--- src/rtl/debounce_edge.sv ---
// debounce_edge: per-channel contact-bounce filter with registered press/release pulses
module debounce_edge #(
   parameter int WIDTH         = 1,
   parameter int STABLE_CYCLES = 4,
   parameter int CNT_W         = $clog2(STABLE_CYCLES + 1)
) (
   input  logic             clk,
   input  logic             reset,
   input  logic             tick,
   input  logic [WIDTH-1:0] sync_in,
   output logic [WIDTH-1:0] level,
   output logic [WIDTH-1:0] rise,
   output logic [WIDTH-1:0] fall,
   output logic             any_change
);
   localparam logic [CNT_W-1:0] LAST = CNT_W'(STABLE_CYCLES - 1);
   logic [WIDTH-1:0][CNT_W-1:0] cnt_q, cnt_d;
   logic [WIDTH-1:0]            level_q, level_d;
   logic [WIDTH-1:0]            rise_q, rise_d;
   logic [WIDTH-1:0]            fall_q, fall_d;
   logic                        any_q, any_d;
   // count consecutive differing ticks; a matching sample cancels, the last one accepts the new level
   always_comb begin
      cnt_d   = cnt_q;
      level_d = level_q;
      rise_d  = '0;
      fall_d  = '0;
      for (int i = 0; i < WIDTH; i++) begin
         if (tick) begin
            if (sync_in[i] == level_q[i]) cnt_d[i] = '0;
            else if (cnt_q[i] == LAST) begin
               level_d[i] = sync_in[i];
               cnt_d[i]   = '0;
               rise_d[i]  = sync_in[i];
               fall_d[i]  = ~sync_in[i];
            end
            else cnt_d[i] = cnt_q[i] + CNT_W'(1);
         end
      end
      any_d = |(rise_d | fall_d);
   end
   // state and pulse registers; reset discards any count in progress without pulsing
   always_ff @(posedge clk) begin
      if (reset) begin
         cnt_q   <= '0;
         level_q <= '0;
         rise_q  <= '0;
         fall_q  <= '0;
         any_q   <= 1'b0;
      end else begin
         cnt_q   <= cnt_d;
         level_q <= level_d;
         rise_q  <= rise_d;
         fall_q  <= fall_d;
         any_q   <= any_d;
      end
   end
   assign level      = level_q;
   assign rise       = rise_q;
   assign fall       = fall_q;
   assign any_change = any_q;
endmodule

--- config.mk ---
export PLATFORM = sky130hd
export DESIGN_NAME = debounce_edge
export DESIGN_NICKNAME = d
export VERILOG_FILES = /design/src/rtl/debounce_edge.sv
export SDC_FILE = /design/constraint.sdc
export NUM_CORES = 1
export LEC_CHECK = 0
export ABC_CLOCK_PERIOD_IN_PS = 2300
export CORE_AREA = 2 2 39 41
export CTS_CLUSTER_SIZE = 10
export DETAILED_ROUTE_END_ITERATION = 10
export DIE_AREA = 0 0 41 43
export GPL_TIMING_DRIVEN = 0
export SLEW_MARGIN = 25
export SYNTH_ARGS = -nofsm -noshare
export SYNTH_HDL_FRONTEND = slang
export SYNTH_SLANG_ARGS = --single-unit
--- constraint.sdc ---
create_clock -name clk -period 2.3 [get_ports clk]
set_input_delay 0.46 -clock clk [delete_from_list [all_inputs] [get_ports clk]]
set_output_delay 0.46 -clock clk [all_outputs]
set_load 0.005 [all_outputs]
### Word-level counts from Yosys, hierarchy flattened

Index checks and enable logic that the tools add are counted.

| cells by class | value |
|---|---|
| $add $sub $neg | 1 |
| equal/unequal tests | 2 |
| multiplexer cells | 8 |
| bitwise operators | 3 |
| reductions and logical operators | 1 |

Operators with widths:

| kind | count |
|---|---|
| two-way mux 1 bit | 6 |
| two-way mux 3 bit | 2 |
| adder 3 x 1 -> 3 bit, second input constant | 1 |
| == test 3 x 2 -> 1 bit, second input constant | 1 |
| AND reduction 3 bit | 1 |
| NOT 1 bit | 2 |
| == test 1 bit | 1 |
| bitwise OR 1 bit | 1 |

| storage, ports and cells | value |
|---|---|
| bits in registers | 7 |
| word-level logic and storage cells | 20 |

### Logic depth before layout (Yosys ltp)

Gate-level depths: netlist (run 1).

| logic depth | value |
|---|---|
| depth in word-level cells | 5 |
| depth in mapped cells | 4 |

### Worst setup path before layout (run 1)

Ideal clock, no wire load.

| path | value |
|---|---|
| kind | input port to flip-flop |
| from | input port sync_in |
| to | register cnt_q[2] (netlist name) |
| library setup time | 0.116 ns |
| arrival time | 0.906 ns |
| path slack | 1.279 ns |
| stages | 3 |
| cell sequence | xnor2_1 > o21ai_1 > and3b_1 |

| between the ends | value |
|---|---|
| cells in the longest elaborated chain, start to end | 2 |

RTL lines:

| item | RTL line | source |
|---|---|---|
| start: declaration | 10 | `input logic [WIDTH-1:0] sync_in,` |
| == test 1 bit | 30 | `if (sync_in[i] == level_q[i]) cnt_d[i] = '0;` |
| two-way mux 3 bit | 30 |  |
| end signal: assignment | 51 | `cnt_q <= cnt_d;` |
| end: declaration | 17 | `logic [WIDTH-1:0][CNT_W-1:0] cnt_q, cnt_d;` |

Every way passes these cells.
A chain may end at the register's enable or synchronous reset.

### Worst setup path after layout (run 1)

| path | value |
|---|---|
| from | register level_q (netlist: level) |
| to | output port level |

RTL lines:

| item | RTL line | source |
|---|---|---|
| start: declaration | 18 | `logic [WIDTH-1:0] level_q, level_d;` |
| start signal: assignment | 52 | `level_q <= level_d;` |
| end: declaration | 11 | `output logic [WIDTH-1:0] level,` |

No word-level cell between the ends.

==> summary.md, run 1 <==
| Metric | Value |
|---|---|
| Largest net degree at the start of global routing | 8 |
| Post-layout util | 0.2830 |
| Slew Viols, Final | 0 |
| Pre-CTS setup slack | 0.6433 ns |
| YS warnings | 0 |
| Area Overhead vs Synth | 42.27% |
| Slowest-stage cell, CP | clkdlybuf4s50_1 |
| Fillers | 150 |
| Area contributors post-synth | dfxtp_1 51%, ha_1 4.5%, nand2b_1 4.5% |
| Die Width | 41 um |
| Int Power | 0.0001977 W |
| Post-Route WL | 457 um |
| Vias in the first global route | 186 |
| Skew final | 0.002174 ns |
| CTS resizes | 0 |
| Residual DRC | 0 |
| P per Cell Area | 638.0 nW/um^2 |
| Yosys top cell area share | 0.5091 |
| Setup WS post-layout | 0.6804 ns |
| Crit-path leading delay family | buffers and inverters |
| Data required, critical path | 1.84 ns |
| Endpoints failing setup | 0 |
| Largest area contributor in the netlist | dfxtp_1 |
| CTS Buf Count | 3 |
| Worst Tran Pin Value | 0.2832 ns |
| Commonest cells in the netlist | 7 x dfxtp_1, 2 x nand2b_1, 2 x nor2_1 |
| Final worst-path cycle share | 0.7042 |
| Fraction of registers with async set or reset after synthesis | 0 |
| Layout cell share with drive strength beyond 1 | 0.1389 |
| Syn Area/Cell | 11.01 sq um |
| Gr usage total | 0.07359 |
| # Post-CTS Setup Buffers | 0 |
| RSZ-0062 raised after global routing | no |
| Sw Ratio | 0.2089 |
| Vias/cell | 4.058 |
| CP Capture Type | output port |
| Gpl congestion | 0.6305 |
| CTS clk-pin slew, worst paths | 0.05 ns |
| Leakage power | 0.1584 nW |
| H-tree Lvls | 1 |
| First-pass GRT wire length | 759 um |
| Share of power burned in the clock network | 0.439 |
| Final Total Pwr | 0.0002499 W |
| CTS root buf | clkbuf_4 |
| Post-synth top flop | dfxtp_1 |
| Remaining antenna violation count after routing | 0 |
| Mapped Cells | 25 |
| Clock sink count | 7 |
| Post-synth EDFFs | 0 |
| Run status | completed |
| Buffers & Inverters on Critical Path | 1 |
| Register area share after synthesis | 0.5091 |
| P_sw | 0.00005220 W |
| Max Cap Violations | 0 |
| Initial core utilization | 0.1989 |
| Multi-input gate area | 135.1 sq um |
| Worst rel slew slack | 0.8099 |
| Total gr overflow | 0 |
| Hold_buf cts | 0 |
| Reg area | 140.1 sq um |
| Worst vdd ir | 0.0002696 V |
| Initial DRC count | 3 |
| Setup TNS | 0 ns |
| Fin Hold WS | 0.4750 ns |
| Port Buffers | 7 |
| Mapped Nets | 30 |
| Gate power share | 0.065 |
| WL/cell | 8.788 um |
| Crit path kind | flop to output port |
| Hold Crit Class | flop to flop |
| CORE AREA | 1384 sq um |
| Reg power frac | 0.497 |
| Length of the first detailed-routing pass in iterations | 2 |
| Distinct cells, synth | 17 |
| Skew-Pair Late Insertion Delay | 0.25 ns |
| CTS tree | yes |
| Synthesized area | 275.3 sq um |
| Crit path DAT | 1.16 ns |
| Final Critical Period | 1.620 ns |
| Critical Path Start Type | flop |
| Crit-path max FO | 4 |
| Initial antenna violation count | 0 |
| Worst path cell trace | clkdlybuf4s50_1 |
| Fmax achieved | 617.4 MHz |
| Clk buf depth | 2 |
| Final Net Count | 42 |
| Die height | 43 um |
| Final Hold Viols | 0 |
| Number of I/O pins | 8 |
| Most frequent cell after synthesis | dfxtp_1 |
| Largest stage delay on the critical path | 0.52 ns |
| Diodes inserted | 0 |
| Site row count | 14 |
| Vias post-DR | 211 |
| Die area | 1763 sq um |
| Post-synthesis register bit count | 7 |
power by group through the flow:
stage | Sequential [W] | Clock [W] | Combinational [W]
final | 0.000124 | 0.000110 | 0.0000161
after global routing | 0.000124 | 0.000123 | 0.0000177
after CTS | 0.000124 | 0.000117 | 0.0000162
after detailed placement | 0.000127 | 0 | 0.0000162
after global placement | 0.000126 | 0 | 0.0000160
after floorplan | 0.000126 | 0 | 0.00000629
area by class of cell:
class / count / share of cell area
multi-input combinational: 18 / 0.3450
tap: 16 / 0.05112
clock buffer: 4 / 0.06709
sequential: 7 / 0.3578
timing repair buffer: 7 / 0.1789
kinds of logic (layout without fill, tap and decap cells):
kind of cell,count (synthesis),in the layout,synth area share
AO/OA/AOI/OAI,3,3,0.07269
flip-flops,7,7,0.5091
AND/OR/NAND/NOR,11,11,0.2728
multiplexers,1,1,0.03637
buffers and inverters,0,11,0
adder cells (fa/ha/maj),1,1,0.04545
XOR/XNOR,2,2,0.06365
stage by stage:
step / cell area [sq um] / std cells
floorplan: 275.3 / 25
global placement: 365.4 / 48
detailed placement: 365.4 / 48
CTS: 391.6 / 52
global route: 391.6 / 52
finish: 391.6 / 52
final timing paths:
path | from | end | slack, ns | depth (start not counted)
setup / recovery | level$_SDFFE_PP0P_ | level | 0.68 | 1
setup reg to reg | cnt_q[0]$_SDFFE_PP0P_ | fall$_SDFF_PP0_ | 1.25 | 3
hold reg to reg | cnt_q[1]$_SDFFE_PP0P_ | cnt_q[1]$_SDFFE_PP0P_ | 0.47 | 2
hold / removal | cnt_q[1]$_SDFFE_PP0P_ | cnt_q[1]$_SDFFE_PP0P_ | 0.47 | 2
registers in the layout, summed over array words and instances, names as in the netlist:
name,flops
any_change,1
fall,1
level,1
cnt_q,3
rise,1
layout by cell type, fill, tap and decap left out:
master and instances:
xnor2_1 1, ha_1 1, and2_1 1, a21oi_1 1
xor2_1 1, clkbuf_1 1, nor3b_1 1, nand3b_2 1
nor4_1 1, nor3_2 1, mux2i_1 1, o21ai_1 1
nor2_1 2, a41o_1 1, nand3_1 1, clkbuf_4 3
and3b_1 1, dfxtp_1 7, clkdlybuf4s50_1 7, nand2b_1 2
routing by layer:
metal	GRT usage	part of all wire	up-vias	routed length (um)
li1	-	-	111	-
met3	0.07853	0.090	2	41
met2	0.08438	0.45	7	207
met4	0.06000	0.013	0	6
met5	0	0	-	0
met1	0.07166	0.44	91	202
(Power assumes the default switching activity.)
==> run 2: changes to the inputs <==
--- a/config.mk
+++ b/config.mk
@@ -5,7 +5,7 @@
 export SDC_FILE = /design/constraint.sdc
 export NUM_CORES = 1
 export LEC_CHECK = 0
-export ABC_CLOCK_PERIOD_IN_PS = 2300
+export ABC_CLOCK_PERIOD_IN_PS = 1450
 export CORE_AREA = 2 2 39 41
 export CTS_CLUSTER_SIZE = 10
 export DETAILED_ROUTE_END_ITERATION = 10
==> constraint.sdc (replaced) <==
create_clock -name clk -period 1.45 [get_ports clk]
set_input_delay 0.29 -clock clk [delete_from_list [all_inputs] [get_ports clk]]
set_output_delay 0.29 -clock clk [all_outputs]
set_load 0.005 [all_outputs]
==> run 2 against run 1 <==
Against the previous run: first-iteration DRC count is the same; clock skew stayed put; wire length unchanged; hold slack is the same; critical path depth did not move; die area unchanged; non-clock buffer count did not move; via count did not move; core utilization grew 0.090 points; cell count did not move.
==> summary.md, run 2 (synthesis results as in run 1) <==
| Metric | Value |
|---|---|
| Worst rel slew slack | 0.8099 (unchanged) |
| Data required, critical path | 1.16 ns (was 1.84 ns) |
| Die height | 43 um (unchanged) |
| Run status | completed (unchanged) |
| Clock sink count | 7 (unchanged) |
| Critical Path Start Type | flop (unchanged) |
| Pre-CTS setup slack | -0.03672 ns (was 0.6433 ns) |
| H-tree Lvls | 1 (unchanged) |
| Final Hold Viols | 0 (unchanged) |
| Crit-path max FO | 4 (unchanged) |
| CTS root buf | clkbuf_4 (unchanged) |
| Worst Tran Pin Value | 0.2832 ns (unchanged) |
| Final Net Count | 42 (unchanged) |
| Vias/cell | 4.058 (unchanged) |
| Post-Route WL | 457 um (unchanged) |
| Gr usage total | 0.07359 (unchanged) |
| Placed Instance Area | 365.4 sq um (unchanged) |
| Reg2Reg Depth | 3 (unchanged) |
| Vias post-DR | 211 (unchanged) |
| RSZ-0062 raised after global routing | no (unchanged) |
| Layout cell share with drive strength beyond 1 | 0.1667 (was 0.1389) |
| Max reg flops | 3 (unchanged) |
| # Post-CTS Setup Buffers | 0 (unchanged) |
| Residual DRC | 0 (unchanged) |
| Die Width | 41 um (unchanged) |
| Endpoints failing setup | 0 (unchanged) |
| Hold Crit Class | flop to flop (unchanged) |
| Initial DRC count | 3 (unchanged) |
| Largest register by flop count | cnt_q (unchanged) |
| Number of I/O pins | 8 (unchanged) |
| Remaining antenna violation count after routing | 0 (unchanged) |
| Worst vdd ir | 0.0004267 V (was 0.0002696 V) |
| Final worst-path cycle share | 0.9624 |
| Largest stage delay on the critical path | 0.50 ns (was 0.52 ns) |
| Slew Viols, Final | 0 (unchanged) |
| Die area | 1763 sq um (unchanged) |
| Skew-Pair Late Insertion Delay | 0.25 ns (about the same) |
| Gpl congestion | 0.6305 (unchanged) |
| Buffers & Inverters on Critical Path | 1 (unchanged) |
| Max Cap Violations | 0 (unchanged) |
| Vias in the first global route | 186 (unchanged) |
| Largest net degree at the start of global routing | 8 (unchanged) |
| Slowest-stage cell, CP | clkdlybuf4s50_1 (unchanged) |
| CTS tree | yes (unchanged) |
| First-pass GRT wire length | 759 um (unchanged) |
| WL/cell | 8.788 um (unchanged) |
| CP Depth | 1 (unchanged) |
| Port Buffers | 7 (unchanged) |
| Final Critical Period | 1.395 ns |
| Worst hold path depth | 2 (unchanged) |
| Area Overhead vs Synth | 42.73% (was 42.27%) |
| Crit-path leading delay family | buffers and inverters (unchanged) |
| Diodes inserted | 0 (unchanged) |
| Fmax achieved | 716.6 MHz |
| CTS Buf Count | 3 (unchanged) |
| Skew final | 0.002174 ns (unchanged) |
| CORE AREA | 1384 sq um (unchanged) |
| Crit path DAT | 1.11 ns (was 1.16 ns) |
| CTS clk-pin slew, worst paths | 0.05 ns (about the same) |
| Length of the first detailed-routing pass in iterations | 2 (unchanged) |
| Final Cell Area | 392.9 sq um (was 391.6 sq um) |
| Worst path cell trace | clkdlybuf4s50_1 (unchanged) |
| P per Cell Area | 1009 nW/um^2 (was 638.0 nW/um^2) |
| Crit path kind | flop to output port (unchanged) |
| Initial core utilization | 0.1989 (unchanged) |
| Initial antenna violation count | 0 (unchanged) |
| Leakage power | 0.1589 nW (was 0.1584 nW) |
| Most frequent cells in the layout | 7 x clkdlybuf4s50_1, 6 x dfxtp_1, 3 x clkbuf_4, 2 x nor2_1, 2 x nand2b_1 (was 7 x dfxtp_1, 7 x clkdlybuf4s50_1, 3 x clkbuf_4, 2 x nor2_1, 2 x nand2b_1) |
| Total gr overflow | 0 (unchanged) |
| Site row count | 14 (unchanged) |
| Clk buf depth | 2 (unchanged) |
| Setup WS post-layout | 0.05451 ns (was 0.6804 ns) |
| CP Capture Type | output port (unchanged) |
| Most common cell after layout, fill and taps aside | clkdlybuf4s50_1 |
run 2: changes by cell type in the layout (fill, tap and decap cells not counted):
cell and delta:
dfxtp_2 +1, dfxtp_1 -1
run 2: per-layer routing:
| metal | global-route usage | up-vias | wire (um) |
|---|---|---|---|
| met2 | 0.08438 | 7 | 207 |
| met1 | 0.07166 | 91 | 202 |
| met3 | 0.07853 | 2 | 41 |
| met4 | 0.06000 | 0 | 6 |
| li1 | - | 111 | - |
| met5 | 0 | - | 0 |
run 2: area by class of cell:
type / instances / area, sq um
Timing Repair Buffer: 7 / 70.07
Multi-Input combinational cell: 18 / 135.1
Sequential cell: 7 / 141.4
Tap cell: 16 / 20.02
Fill cell: 150 / 991.0
Clock buffer: 4 / 26.28
run 2: timing repair:
item                                    in CTS  in global routing
hold buffers                                 0                  0
resized for setup                            1                  0
endpoints found under the setup margin       1                  0
run 2: path summary, 6_finish.rpt:
path                                             from                    end  slack (ns)
worst max register to register  cnt_q[0]$_SDFFE_PP0P_        fall$_SDFF_PP0_        0.40
worst min register to register  cnt_q[1]$_SDFFE_PP0P_  cnt_q[1]$_SDFFE_PP0P_        0.47
worst min-delay path            cnt_q[1]$_SDFFE_PP0P_  cnt_q[1]$_SDFFE_PP0P_        0.47
worst max-delay path               level$_SDFFE_PP0P_                  level        0.05
run 2: where the power goes:
part	internal (W)	switching [W]
clock network	0.000105	0.0000691
registers	0.000195	0.00000162
logic	0.0000135	0.0000121
run 2: per-stage QoR:
step / total power, W / TNS, ns / util / hold slack [ns] / std cells
after floorplan: 0.0002103 / 0 / - / 0.3591 / 25
after global placement: 0.0002258 / -0.006813 / 0.2640 / 0.4650 / 48
after detailed placement: 0.0002263 / -0.03672 / 0.2640 / 0.4677 / 48
after CTS: 0.0004079 / 0 / 0.2839 / 0.4770 / 52
after global routing: 0.0004197 / 0 / 0.2839 / 0.5070 / 52
final: 0.0003963 / 0 / 0.2839 / 0.4750 / 52
